### src/rtl/expr_vector_sequencer_if.sv
// ---------------------------------------------------------------------------
// expr_vector_sequencer_if
//   Stream bundle between the expression sequencer and its harness.
//   Operand input stream : in_valid, in_ready, in_vec
//   Result output stream : res_valid, res_ready, res_data, res_idx
//   master : harness side (drives operand stream, consumes results)
//   slave  : sequencer side (accepts operands, produces results)
// ---------------------------------------------------------------------------
interface expr_vector_sequencer_if #(
   parameter int OP_W  = 60,
   parameter int RES_W = 90,
   parameter int CNT_W = 16
);
   logic             in_valid;
   logic             in_ready;
   logic [OP_W-1:0]  in_vec;
   logic             res_valid;
   logic             res_ready;
   logic [RES_W-1:0] res_data;
   logic [CNT_W-1:0] res_idx;

   modport master (
      output in_valid, in_vec, res_ready,
      input  in_ready, res_valid, res_data, res_idx
   );

   modport slave (
      input  in_valid, in_vec, res_ready,
      output in_ready, res_valid, res_data, res_idx
   );
endinterface

### src/rtl/expr_vector_sequencer.sv
// ---------------------------------------------------------------------------
// expr_vector_sequencer
//   Drives operand vectors (external stream or internal LFSR) onto a
//   combinational expression block, waits a settle window, captures the
//   result, streams it out and folds it into a 32-bit MISR signature.
// Ports
//   clk, rst      clock / synchronous active-high reset
//   start         begin a run (ignored while busy)
//   mode          0 = external vectors, 1 = internal LFSR (sampled with start)
//   num_vec       vectors per run (sampled with start)
//   seed          LFSR seed, 0 replaced by 1 (sampled with start)
//   bus           slave side of the operand / result streams
//   op_vec        registered operands {a0..a5,b0..b5}, a0 at MSB
//   expr_y        expression result
//   sig           MISR signature
//   busy, done    run status
// ---------------------------------------------------------------------------
module expr_vector_sequencer #(
   parameter int OP_W   = 60,
   parameter int RES_W  = 90,
   parameter int SETTLE = 1,
   parameter int CNT_W  = 16
) (
   input  logic                    clk,
   input  logic                    rst,
   input  logic                    start,
   input  logic                    mode,
   input  logic [CNT_W-1:0]        num_vec,
   input  logic [OP_W-1:0]         seed,
   expr_vector_sequencer_if.slave  bus,
   output logic [OP_W-1:0]         op_vec,
   input  logic [RES_W-1:0]        expr_y,
   output logic [31:0]             sig,
   output logic                    busy,
   output logic                    done
);

   localparam int SC_W = (SETTLE > 1) ? $clog2(SETTLE) : 1;
   localparam logic [SC_W-1:0] SETTLE_LAST = SC_W'(SETTLE - 1);

   typedef enum logic [2:0] {
      ST_IDLE,
      ST_LOAD,
      ST_APPLY,
      ST_CAPTURE,
      ST_OUT,
      ST_DONE
   } state_t;

   state_t           state_reg;
   logic             mode_reg;
   logic [CNT_W-1:0] num_vec_reg;
   logic [OP_W-1:0]  lfsr_reg;
   logic [OP_W-1:0]  op_vec_reg;
   logic [SC_W-1:0]  settle_cnt_reg;
   logic             in_ready_reg;
   logic             res_valid_reg;
   logic [RES_W-1:0] res_data_reg;
   logic [CNT_W-1:0] res_idx_reg;
   logic [31:0]      sig_reg;
   logic             busy_reg;
   logic             done_reg;

   logic [OP_W-1:0]  lfsr_next;
   logic [31:0]      fold;
   logic             misr_fb;
   logic [31:0]      sig_next;

   assign lfsr_next = {lfsr_reg[OP_W-2:0], lfsr_reg[OP_W-1] ^ lfsr_reg[OP_W-2]};

   // Fold the result into 32 bits: low word ^ middle word ^ zero-padded top.
   for (genvar gi = 0; gi < 32; gi++) begin : g_fold
      if (64 + gi < RES_W) begin : g_three
         assign fold[gi] = expr_y[gi] ^ expr_y[32+gi] ^ expr_y[64+gi];
      end else begin : g_two
         assign fold[gi] = expr_y[gi] ^ expr_y[32+gi];
      end
   end

   assign misr_fb  = sig_reg[31] ^ sig_reg[21] ^ sig_reg[1] ^ sig_reg[0];
   assign sig_next = {sig_reg[30:0], misr_fb} ^ fold;

   always_ff @(posedge clk) begin
      if (rst) begin
         state_reg      <= ST_IDLE;
         mode_reg       <= 1'b0;
         num_vec_reg    <= '0;
         lfsr_reg       <= OP_W'(1);
         op_vec_reg     <= '0;
         settle_cnt_reg <= '0;
         in_ready_reg   <= 1'b0;
         res_valid_reg  <= 1'b0;
         res_data_reg   <= '0;
         res_idx_reg    <= '0;
         sig_reg        <= 32'hFFFF_FFFF;
         busy_reg       <= 1'b0;
         done_reg       <= 1'b0;
      end else begin
         case (state_reg)
            ST_IDLE, ST_DONE: begin
               if (start) begin
                  mode_reg    <= mode;
                  num_vec_reg <= num_vec;
                  lfsr_reg    <= (seed == '0) ? OP_W'(1) : seed;
                  sig_reg     <= 32'hFFFF_FFFF;
                  res_idx_reg <= '0;
                  if (num_vec == '0) begin
                     // Empty run: finish immediately without touching operands.
                     state_reg <= ST_DONE;
                     done_reg  <= 1'b1;
                     busy_reg  <= 1'b0;
                  end else begin
                     state_reg    <= ST_LOAD;
                     done_reg     <= 1'b0;
                     busy_reg     <= 1'b1;
                     in_ready_reg <= ~mode;
                  end
               end
            end

            ST_LOAD: begin
               if (mode_reg) begin
                  op_vec_reg     <= lfsr_reg;
                  lfsr_reg       <= lfsr_next;
                  settle_cnt_reg <= '0;
                  state_reg      <= ST_APPLY;
               end else if (bus.in_valid && in_ready_reg) begin
                  op_vec_reg     <= bus.in_vec;
                  in_ready_reg   <= 1'b0;
                  settle_cnt_reg <= '0;
                  state_reg      <= ST_APPLY;
               end
            end

            ST_APPLY: begin
               // Operands are held while the expression settles.
               if (settle_cnt_reg == SETTLE_LAST) begin
                  state_reg <= ST_CAPTURE;
               end else begin
                  settle_cnt_reg <= settle_cnt_reg + SC_W'(1);
               end
            end

            ST_CAPTURE: begin
               // The only place the signature advances during a run, so each
               // vector contributes exactly once however long OUT stalls.
               res_data_reg  <= expr_y;
               res_valid_reg <= 1'b1;
               sig_reg       <= sig_next;
               state_reg     <= ST_OUT;
            end

            ST_OUT: begin
               if (bus.res_ready) begin
                  res_valid_reg <= 1'b0;
                  if (res_idx_reg == num_vec_reg - CNT_W'(1)) begin
                     state_reg <= ST_DONE;
                     done_reg  <= 1'b1;
                     busy_reg  <= 1'b0;
                  end else begin
                     res_idx_reg  <= res_idx_reg + CNT_W'(1);
                     state_reg    <= ST_LOAD;
                     in_ready_reg <= ~mode_reg;
                  end
               end
            end

            default: begin
               state_reg <= ST_IDLE;
            end
         endcase
      end
   end

   assign bus.in_ready  = in_ready_reg;
   assign bus.res_valid = res_valid_reg;
   assign bus.res_data  = res_data_reg;
   assign bus.res_idx   = res_idx_reg;
   assign op_vec        = op_vec_reg;
   assign sig           = sig_reg;
   assign busy          = busy_reg;
   assign done          = done_reg;

endmodule

### src/flat_wrapper.sv
// flat-port wrapper written by rule: the top's interface ports become plain ports
module expr_vector_sequencer_flat 
#(
   parameter int OP_W   = 60,
   parameter int RES_W  = 90,
   parameter int SETTLE = 1,
   parameter int CNT_W  = 16
)
  (clk, rst, start, mode, num_vec, seed, op_vec, expr_y, sig, busy, done, bus_in_valid, bus_in_vec, bus_res_ready, bus_in_ready, bus_res_valid, bus_res_data, bus_res_idx);
  expr_vector_sequencer_if #(.OP_W(OP_W), .RES_W(RES_W), .CNT_W(CNT_W)) bus_i ();
  input  logic clk;
  input  logic rst;
  input  logic start;
  input  logic mode;
  input  logic [CNT_W-1:0] num_vec;
  input  logic [OP_W-1:0] seed;
  output logic [OP_W-1:0] op_vec;
  input  logic [RES_W-1:0] expr_y;
  output logic [31:0] sig;
  output logic busy;
  output logic done;
  input wire logic [$bits(bus_i.in_valid)-1:0] bus_in_valid;
  input wire logic [$bits(bus_i.in_vec)-1:0] bus_in_vec;
  input wire logic [$bits(bus_i.res_ready)-1:0] bus_res_ready;
  output wire logic [$bits(bus_i.in_ready)-1:0] bus_in_ready;
  output wire logic [$bits(bus_i.res_valid)-1:0] bus_res_valid;
  output wire logic [$bits(bus_i.res_data)-1:0] bus_res_data;
  output wire logic [$bits(bus_i.res_idx)-1:0] bus_res_idx;
  assign bus_i.in_valid = bus_in_valid;
  assign bus_i.in_vec = bus_in_vec;
  assign bus_i.res_ready = bus_res_ready;
  assign bus_in_ready = bus_i.in_ready;
  assign bus_res_valid = bus_i.res_valid;
  assign bus_res_data = bus_i.res_data;
  assign bus_res_idx = bus_i.res_idx;
  expr_vector_sequencer #(.OP_W(OP_W), .RES_W(RES_W), .SETTLE(SETTLE), .CNT_W(CNT_W)) u_core (.clk(clk), .rst(rst), .start(start), .mode(mode), .num_vec(num_vec), .seed(seed), .bus(bus_i), .op_vec(op_vec), .expr_y(expr_y), .sig(sig), .busy(busy), .done(done));
endmodule
### config.mk
export PLATFORM = sky130hd
export DESIGN_NAME = expr_vector_sequencer_flat
export DESIGN_NICKNAME = d
export VERILOG_FILES = /design/src/rtl/expr_vector_sequencer_if.sv /design/src/rtl/expr_vector_sequencer.sv /design/src/flat_wrapper.sv
export SDC_FILE = /design/constraint.sdc
export NUM_CORES = 1
export LEC_CHECK = 0
export CAP_MARGIN = 0
export CORE_MARGIN = 2
export CORE_UTILIZATION = 47
export CTS_CLUSTER_DIAMETER = 30
export DETAILED_ROUTE_END_ITERATION = 7
export DONT_BUFFER_PORTS = 1
export SYNTH_ARGS = -nofsm -noshare
export SYNTH_HDL_FRONTEND = slang
export SYNTH_SLANG_ARGS = --single-unit
### constraint.sdc
create_clock -name clk -period 3.1 [get_ports clk]
set_input_delay 0.465 -clock clk [delete_from_list [all_inputs] [get_ports clk]]
set_output_delay 0.465 -clock clk [all_outputs]
set_load 0.01 [all_outputs]
==> results of run 1 <==
through the flow:
step | power, uW | setup slack, ns | std cells | cell area (um2) | hold slack, ns
6_report | 11900 | 0.145 | 1862 | 15300 | 0.0300
5_1_grt | 12300 | 0.00145 | 1862 | 15300 | 0.00206
4_1_cts | 12000 | 0.141 | 1862 | 15300 | 0.00519
3_5_place_dp | 5390 | 0.158 | 1749 | 13100 | 0.460
3_3_place_gp | 5360 | 0.219 | 1749 | 13100 | 0.453
2_1_floorplan | 5150 | 0.257 | 1504 | 12900 | 0.449
path summary, 6_finish.rpt:
check | slack, ns | cells past startpoint | startpoint | endpoint
hold / removal | 0.03 | 2 | mode | u_core.mode_reg
setup / recovery | 0.15 | 8 | u_core.num_vec_reg[8] | u_core.bus.res_idx[15]
setup reg to reg | 0.15 | 8 | u_core.num_vec_reg[8] | u_core.bus.res_idx[15]
hold reg to reg | 0.47 | 2 | u_core.num_vec_reg[15] | u_core.num_vec_reg[15]
logic make-up (layout without fill, tap and decap cells):
kind of cell	after synthesis	after routing	share of synthesized area, %
AO/OA/AOI/OAI	316	316	15.9
AND/OR/NAND/NOR	544	544	18.9
buffers and inverters	123	140	3.68
flip-flops	282	282	43.9
multiplexers	123	123	9.58
XOR/XNOR	114	114	7.77
adder cells (fa/ha/maj)	2	2	0.195
area by class of cell:
class	instances	share of cell area (%)
Multi-Input combinational cell	1099	44.3
Sequential cell	282	37.0
Clock buffer	72	10.2
Clock inverter	36	3.33
Tap cell	341	2.79
Timing Repair Buffer	25	2.20
Inverter	7	0.172
per-layer routing:
layer | GRT usage [%] | up-vias
met4 | 8.96 | 0
met2 | 44.3 | 435
met1 | 30.6 | 4903
met3 | 9.72 | 80
li1 | - | 5227
met5 | 0 | -
synthesized netlist by cell type, types with 6 or more instances:
master and number:
a211oi_1 121, a21oi_1 129, and3_1 6, clkbuf_1 107, dfxtp_1 282, inv_1 7, mux2i_1 123, nand2_1 230
nand2b_1 7, nand3_1 14, nand4_1 10, nor2_1 170, nor2b_1 6, nor3_1 43, nor4_1 24, o21ai_0 7
o21bai_1 33, or3_1 6, or4_1 6, xnor2_1 81, xor2_1 33
power by group:
part           switching [uW]  total, uW  leakage (uW)  internal (uW)
Clock                    2040       6490      0.000993           4450
Sequential                277       4140       0.00229           3860
Combinational             699       1260       0.00207            561
Total                    3020      11900       0.00536           8880
timing repair:
action | CTS | global route
setup endpoints to repair | 0 | 3
hold buffers | 5 | 0
resized for setup | 0 | 1
hold endpoints to repair | 129 | 0
critical path, stage by stage, from the launching register on:
cell	delay, ns
dfxtp_1	0.38
or4_1	0.63
nor4b_4	0.36
mux2i_1	0.13
a311o_1	0.42
nand4_4	0.16
nand4_4	0.16
or4_1	0.49
a21oi_1	0.14
layout by cell type, fill, tap and decap left out, drive strengths merged, types with 3 or more instances in the layout:
| master | instances |
|---|---|
| dfxtp | 282 |
| nand2 | 230 |
| nor2 | 170 |
| a21oi | 129 |
| mux2i | 123 |
| a211oi | 121 |
| xnor2 | 81 |
| clkbuf | 72 |
| nor3 | 43 |
| o21bai | 33 |
| xor2 | 33 |
| nor4 | 25 |
| buf | 24 |
| nand3 | 14 |
| clkinv | 13 |
| nand4 | 12 |
| bufinv | 11 |
| inv | 11 |
| clkinvlp | 8 |
| o21ai | 7 |
| nand2b | 7 |
| or4 | 7 |
| and3 | 6 |
| nor2b | 6 |
| or3 | 6 |
| o31ai | 5 |
| and2 | 4 |
| o21a | 3 |
| or3b | 3 |
==> metrics, run 1 <==
WL met1=15400 um; Routed Antenna Nets=0; asr flop ratio synth=0%; PortBufs=0; synthesis-to-finish area growth=18.8%; Tcrit/Tclk final=95.3%; Post-CTS Setup Repair Bufs=0; antenna cells=0; synth unique cells=57; Worst-Margin Slew=0.644 ns; CP endpoint kind=register; die height=169 um; synth top area cells=dfxtp_1 44%, mux2i_1 9.6%, a211oi_1 7.1%; Final nets=1706; worst vdd ir=0.488 mV; setup violators final=0; Power Density=779 nW/um2; uppermost routed layer=met4; Mapped Nets=1738; GRT Resource Usage Total=26.2%; Final min period=2.95 ns; WL/cell=20.9 um; status=finished, final reports clean; met2 WL=18600 um; clk sinks=282; Reg area=5650 um2; initial antenna violation count=0; Final Hold Fails=0; LEAKAGE=0.00536 uW; clock buffer depth=3; met3 wire len=3800 um; worst path required time=3.59 ns; Layout Skew=0.0145 ns; vias=10645; max-slew violations=0; Rel. slew slack=56.7%; max-cap violations=0; drt pass-1 iters=5; DRC=0; die width=169 um; Finished Core Util=56.8%; worst min path class=input pin to register; gpl congestion=0.869; sequential share of the synthesized area=43.9%; global-route wire length before repair=59900 um; CTS tree=yes; unrepaired setup endpoints after global routing=no; Post-Route WL=38900 um; dominant cell type by area after synthesis=dfxtp_1; clk root buf=clkbuf_16; Setup CP Type=register to register; Initial Util=47.8%; CTS clock-pin slew for the worst setup and hold paths=0.05 ns; CP arrival=3.44 ns; Die Area=28700 um2; pin count of the biggest net entering global routing=130; clk_lat worst skew=0.56 ns; final total negative setup slack=0 ns; max reg flops=90; highest clock rate=338 MHz; vias in the first global route=10601; share of cells above drive strength 1=9.47%; DP HPWL=26600 um; startpoint types=register; global route total overflow=0; Yosys reg bits=282; DR vias/cell=5.72; top_reg_cell synth=dfxtp_1; Inserted Clock Buffers=57; Crit Path Max Fanout=9; area share of the largest cell type after synthesis=43.9%; Multi-input gate area=6770 um2; Synth Warn #=0; Cells after Synth=1504; Synth Cell Area=12900 um2; Core Box Area=26900 um2; CTS H-Tree Depth=2; Layout fillers=2459; EDFF count, synth=0; # rows=60; Avg Cell Area, Syn=8.55 um2; 1st-iter DRT viols=532; I/O Pins=434
No activity file was read; power rests on OpenSTA's default activity.
==> run 2, diff against run 1 <==
--- a/config.mk
+++ b/config.mk
@@ -12,4 +12,5 @@
 export DETAILED_ROUTE_END_ITERATION = 7
 export DONT_BUFFER_PORTS = 1
+export RECOVER_POWER = 50
 export SYNTH_ARGS = -nofsm -noshare
 export SYNTH_HDL_FRONTEND = slang
==> constraint.sdc (replaced) <==
create_clock -name clk -period 3.1 [get_ports clk]
set_input_delay 0.62 -clock clk [delete_from_list [all_inputs] [get_ports clk]]
set_output_delay 0.62 -clock clk [all_outputs]
set_load 0.01 [all_outputs]
==> metrics, run 2 (same netlist as run 1, synthesis figures left out) <==
Hold WS=0.153 ns; worst vdd ir=0.488 mV; startpoint types=register; Routed Antenna Nets=0; unrepaired setup endpoints after global routing=no; Inserted Clock Buffers=57; Die Area=28700 um2; Setup crit start=u_core.num_vec_reg[7]; pin count of the biggest net entering global routing=272; Core Box Area=26900 um2; reg-to-reg startpoint=u_core.num_vec_reg[7]; Power Density=781 nW/um2; dpl cells=1749; Non-Filler Cell Area, Final=15100 um2; commonest non-fill, non-tap cell in the layout=dfxtp_1; clk_lat worst skew=0.56 ns; LEAKAGE=0.00529 uW; I/O Pins=434; Tcrit/Tclk final=95.1%; highest clock rate=339 MHz; CP endpoint kind=register; CTS tree=yes; Worst-Margin Slew=1.26 ns; Crit Path Max Fanout=9; clk root buf=clkbuf_16; drt pass-1 iters=5; DRC=0; CTS H-Tree Depth=2; vias=10587; Rel. slew slack=15.7%; setup violators final=0; max-cap violations=0; global route total overflow=0; Initial Util=47.8%; clk sinks=282; pre-CTS setup slack=0.158 ns; gpl congestion=0.869; WL/cell=20.4 um; max reg flops=90; antenna cells=0; synthesis-to-finish area growth=17.8%; status=finished, final reports clean; CTS clock-pin slew for the worst setup and hold paths=0.05 ns; Post-Route WL=37800 um; Layout Cells excl Fill=1857; R2R setup slack=0.15 ns; DP HPWL=26600 um; Final Hold Fails=0; # rows=60; initial antenna violation count=0; die width=169 um; Final nets=1701; worst min path class=input pin to register; commonest non-fill, non-tap cells in the layout=281 x dfxtp_1, 228 x nand2_1, 170 x nor2_1; Post-CTS Setup Repair Bufs=0; Final min period=2.95 ns; clock buffer depth=3; final total negative setup slack=0 ns; die height=169 um; 1st-iter DRT viols=647; vias in the first global route=10461; area post-placement=13100 um2; PortBufs=0; Layout Skew=0.0155 ns; CP arrival=3.43 ns; Hold-fix buffers, CTS=0; share of cells above drive strength 1=9.04%; GRT Resource Usage Total=25.3%; max-slew violations=0; DR vias/cell=5.70; worst path required time=3.59 ns; global-route wire length before repair=58400 um; post-route setup slack=0.152 ns; worst hold start=rst; Setup CP Type=register to register
run 2: changes by cell type in the layout (fill, tap and decap cells not counted), sizes merged:
| cell | change |
|---|---|
| buf | -8 |
| clkbuf | +4 |
| dlygate4sd3 | -1 |
run 2: timing repair:
action	CTS	global route
hold endpoints to repair	0	0
setup endpoints to repair	0	3
resized for setup	0	1
run 2: path summary, 6_finish.rpt:
kind	to	cells after the start
worst max register to register	u_core.bus.res_idx[15]	8
worst min register to register	u_core.num_vec_reg[15]	2
worst min-delay path	u_core.bus.res_data[48]	1
worst max-delay path	u_core.bus.res_idx[15]	8
run 2: power breakdown:
group          switching (uW)  internal, uW
Sequential                277          3860
Clock                    2040          4450
Combinational             644           549
Total                    2960          8860
run 2: layer usage:
metal  GRT usage, %  share of wire (%)
met4           8.81                2.9
met3           9.68                9.8
met2           42.4                 48
met5              0                  0
met1           29.7                 40
run 2: worst max-delay path, stage by stage, from the launching register on:
cell     delay, ns
dfxtp_1       0.36
or4_1         0.64
nor4b_4       0.36
mux2i_1       0.13
a311o_1       0.42
nand4_4       0.16
nand4_4       0.16
or4_1         0.49
a21oi_1       0.14
run 2: metrics by stage:
stage	power, uW	utilization, %
after floorplan	5150	-
final	11800	56.4
after global placement	5360	48.8
after CTS	11900	56.4
after detailed placement	5390	48.8
after global routing	12300	56.4
run 2: cell type report:
class | instances | area, um2
Clock inverter | 36 | 509
Timing Repair Buffer | 20 | 214
Inverter | 7 | 26.3
Fill cell | 2483 | 11700
Sequential cell | 282 | 5650
Multi-Input combinational cell | 1099 | 6770
Tap cell | 341 | 427
Clock buffer | 72 | 1550
==> run 3, diff against run 2 <==
- RECOVER_POWER: 50 -> 100
==> metrics, run 3 (same netlist as run 1, synthesis figures left out) <==
Rel. slew slack=15.6%; DR vias/cell=5.73; DRC=0; WL/cell=20.4 um; R2R cell count=8; final total negative setup slack=0 ns; global route total overflow=0; Worst Hold Path EP=u_core.bus.res_data[48]; Inserted Clock Buffers=57; Seq pwr share=35.0%; Final Hold Fails=0; worst min path class=input pin to register; WP buf/inv=0; reg-to-reg startpoint=u_core.num_vec_reg[7]; DP HPWL=26600 um; commonest non-fill, non-tap cells in the layout=281 x dfxtp_1, 228 x nand2_1, 170 x nor2_1; Core Box Area=26900 um2; antenna cells=0; global-route wire length before repair=58400 um; Final min period=2.95 ns; die width=169 um; commonest non-fill, non-tap cell in the layout=dfxtp_1; GRT Resource Usage Total=25.3%; CTS tree=yes; share of cells above drive strength 1=8.91%; Tcrit/Tclk final=95.0%; CTS clock-pin slew for the worst setup and hold paths=0.05 ns; Worst-Margin Slew=1.27 ns; Layout Cells excl Fill=1857; LEAKAGE=0.00526 uW; clk_lat worst skew=0.56 ns; Hold Path Depth=1; # rows=60; Crit Path Max Fanout=9; startpoint types=register; unrepaired setup endpoints after global routing=no; max reg flops=90; clock buffer depth=3; vias in the first global route=10461; 1st-iter DRT viols=660; sw frac=25.0%; overall power=11800 uW; cells along the critical path=or4_1 -> nor4b_4 -> mux2i_1 -> a311o_1 -> nand4_4 -> nand4_4 -> or4_1 -> a21oi_1; setup violators final=0; Hold-fix buffers, CTS=0; max-cap violations=0; Routed Antenna Nets=0; Hold WS=0.145 ns; Power Density=783 nW/um2; dpl cells=1749; R2R setup slack=0.15 ns; CP max-delay cell=or4_1; status=finished, final reports clean; initial antenna violation count=0; clock power share=54.9%; CTS H-Tree Depth=2; clk root buf=clkbuf_16; worst vdd ir=0.487 mV; die height=169 um; PortBufs=0; net switching power=2960 uW; Finished Core Util=56.2%; Int Pwr=8860 uW; CP delay by family, top=simple AND/OR/NAND/NOR gates; highest clock rate=339 MHz; Crit Reg-Reg Endpoint=u_core.bus.res_idx[15]; gpl congestion=0.869; CP endpoint kind=register; drt pass-1 iters=5; max-slew violations=0; Final nets=1701; Max stage delay on crit path=0.64 ns; combinational power share=10.1%; worst path required time=3.58 ns; CP arrival=3.43 ns; I/O Pins=434; Layout Skew=0.0149 ns; synthesis-to-finish area growth=17.4%; Post-Route WL=37900 um; pin count of the biggest net entering global routing=272; Setup CP Type=register to register; clk sinks=282; Initial Util=47.8%; vias=10637; worst hold start=rst; Die Area=28700 um2
==> run 3: cell count changes in the layout (fill, tap and decap cells not counted), sizes merged <==
cell    change
buf         -2
clkbuf      +2
==> run 3: worst max path at each step <==
stage	start	to	slack, ns	cells past startpoint
2_1_floorplan	u_core.num_vec_reg[0]	u_core.bus.res_idx[12]	0.26	11
3_3_place_gp	u_core.num_vec_reg[7]	u_core.bus.res_idx[15]	0.22	8
3_5_place_dp	u_core.num_vec_reg[7]	u_core.bus.res_idx[15]	0.16	8
4_1_cts	u_core.num_vec_reg[7]	u_core.bus.res_idx[15]	0.14	8
5_1_grt	u_core.num_vec_reg[7]	u_core.bus.res_idx[15]	0.001	8
6_report	u_core.num_vec_reg[7]	u_core.bus.res_idx[15]	0.15	8
==> run 3: routing by layer <==
| layer | GRT usage (%) | up-vias | wire length (um) |
|---|---|---|---|
| met5 | 0 | - | 0 |
| met4 | 8.81 | 0 | 1100 |
| met3 | 9.68 | 83 | 3720 |
| met2 | 42.4 | 421 | 18100 |
| met1 | 29.7 | 4917 | 15000 |
| li1 | - | 5216 | - |
==> run 3: worst reg2reg max path: stages, from the launching register on <==
cell	delay [ns]
dfxtp_1	0.36
or4_1	0.64
nor4b_4	0.36
mux2i_1	0.13
a311o_1	0.42
nand4_4	0.16
nand4_4	0.16
or4_1	0.49
a21oi_1	0.14
==> run 3: power groups by stage <==
stage | Combinational [uW] | Sequential (uW) | Clock [uW]
after CTS | 1200 | 4130 | 6570
after global placement | 1170 | 4200 | 0
after detailed placement | 1190 | 4200 | 0
final | 1190 | 4140 | 6490
after global routing | 1330 | 4160 | 6770
after floorplan | 1050 | 4090 | 0
==> run 3: area by class of cell <==
cell class	instances	area, um2
clock buffers	72	1550
clock inverters	36	509
fillers	2490	11800
inverters	7	26.3
multi-input cells	1099	6760
flip-flops and latches	282	5650
well taps	341	427
repair buffers	20	168
==> run 3: timing repair <==
action                                  in CTS  in global routing
setup buffers                                0                  0
endpoints found under the hold margin        0                  0
endpoints found under the setup margin       0                  3
gates resized for setup                      0                  1
==> run 3: metrics by stage <==
step / worst slack, ns / instance area [um2]
floorplan: 0.257 / 12900
global placement: 0.219 / 13100
detailed placement: 0.158 / 13100
CTS: 0.141 / 15200
global route: 0.00145 / 15100
finish: 0.154 / 15100
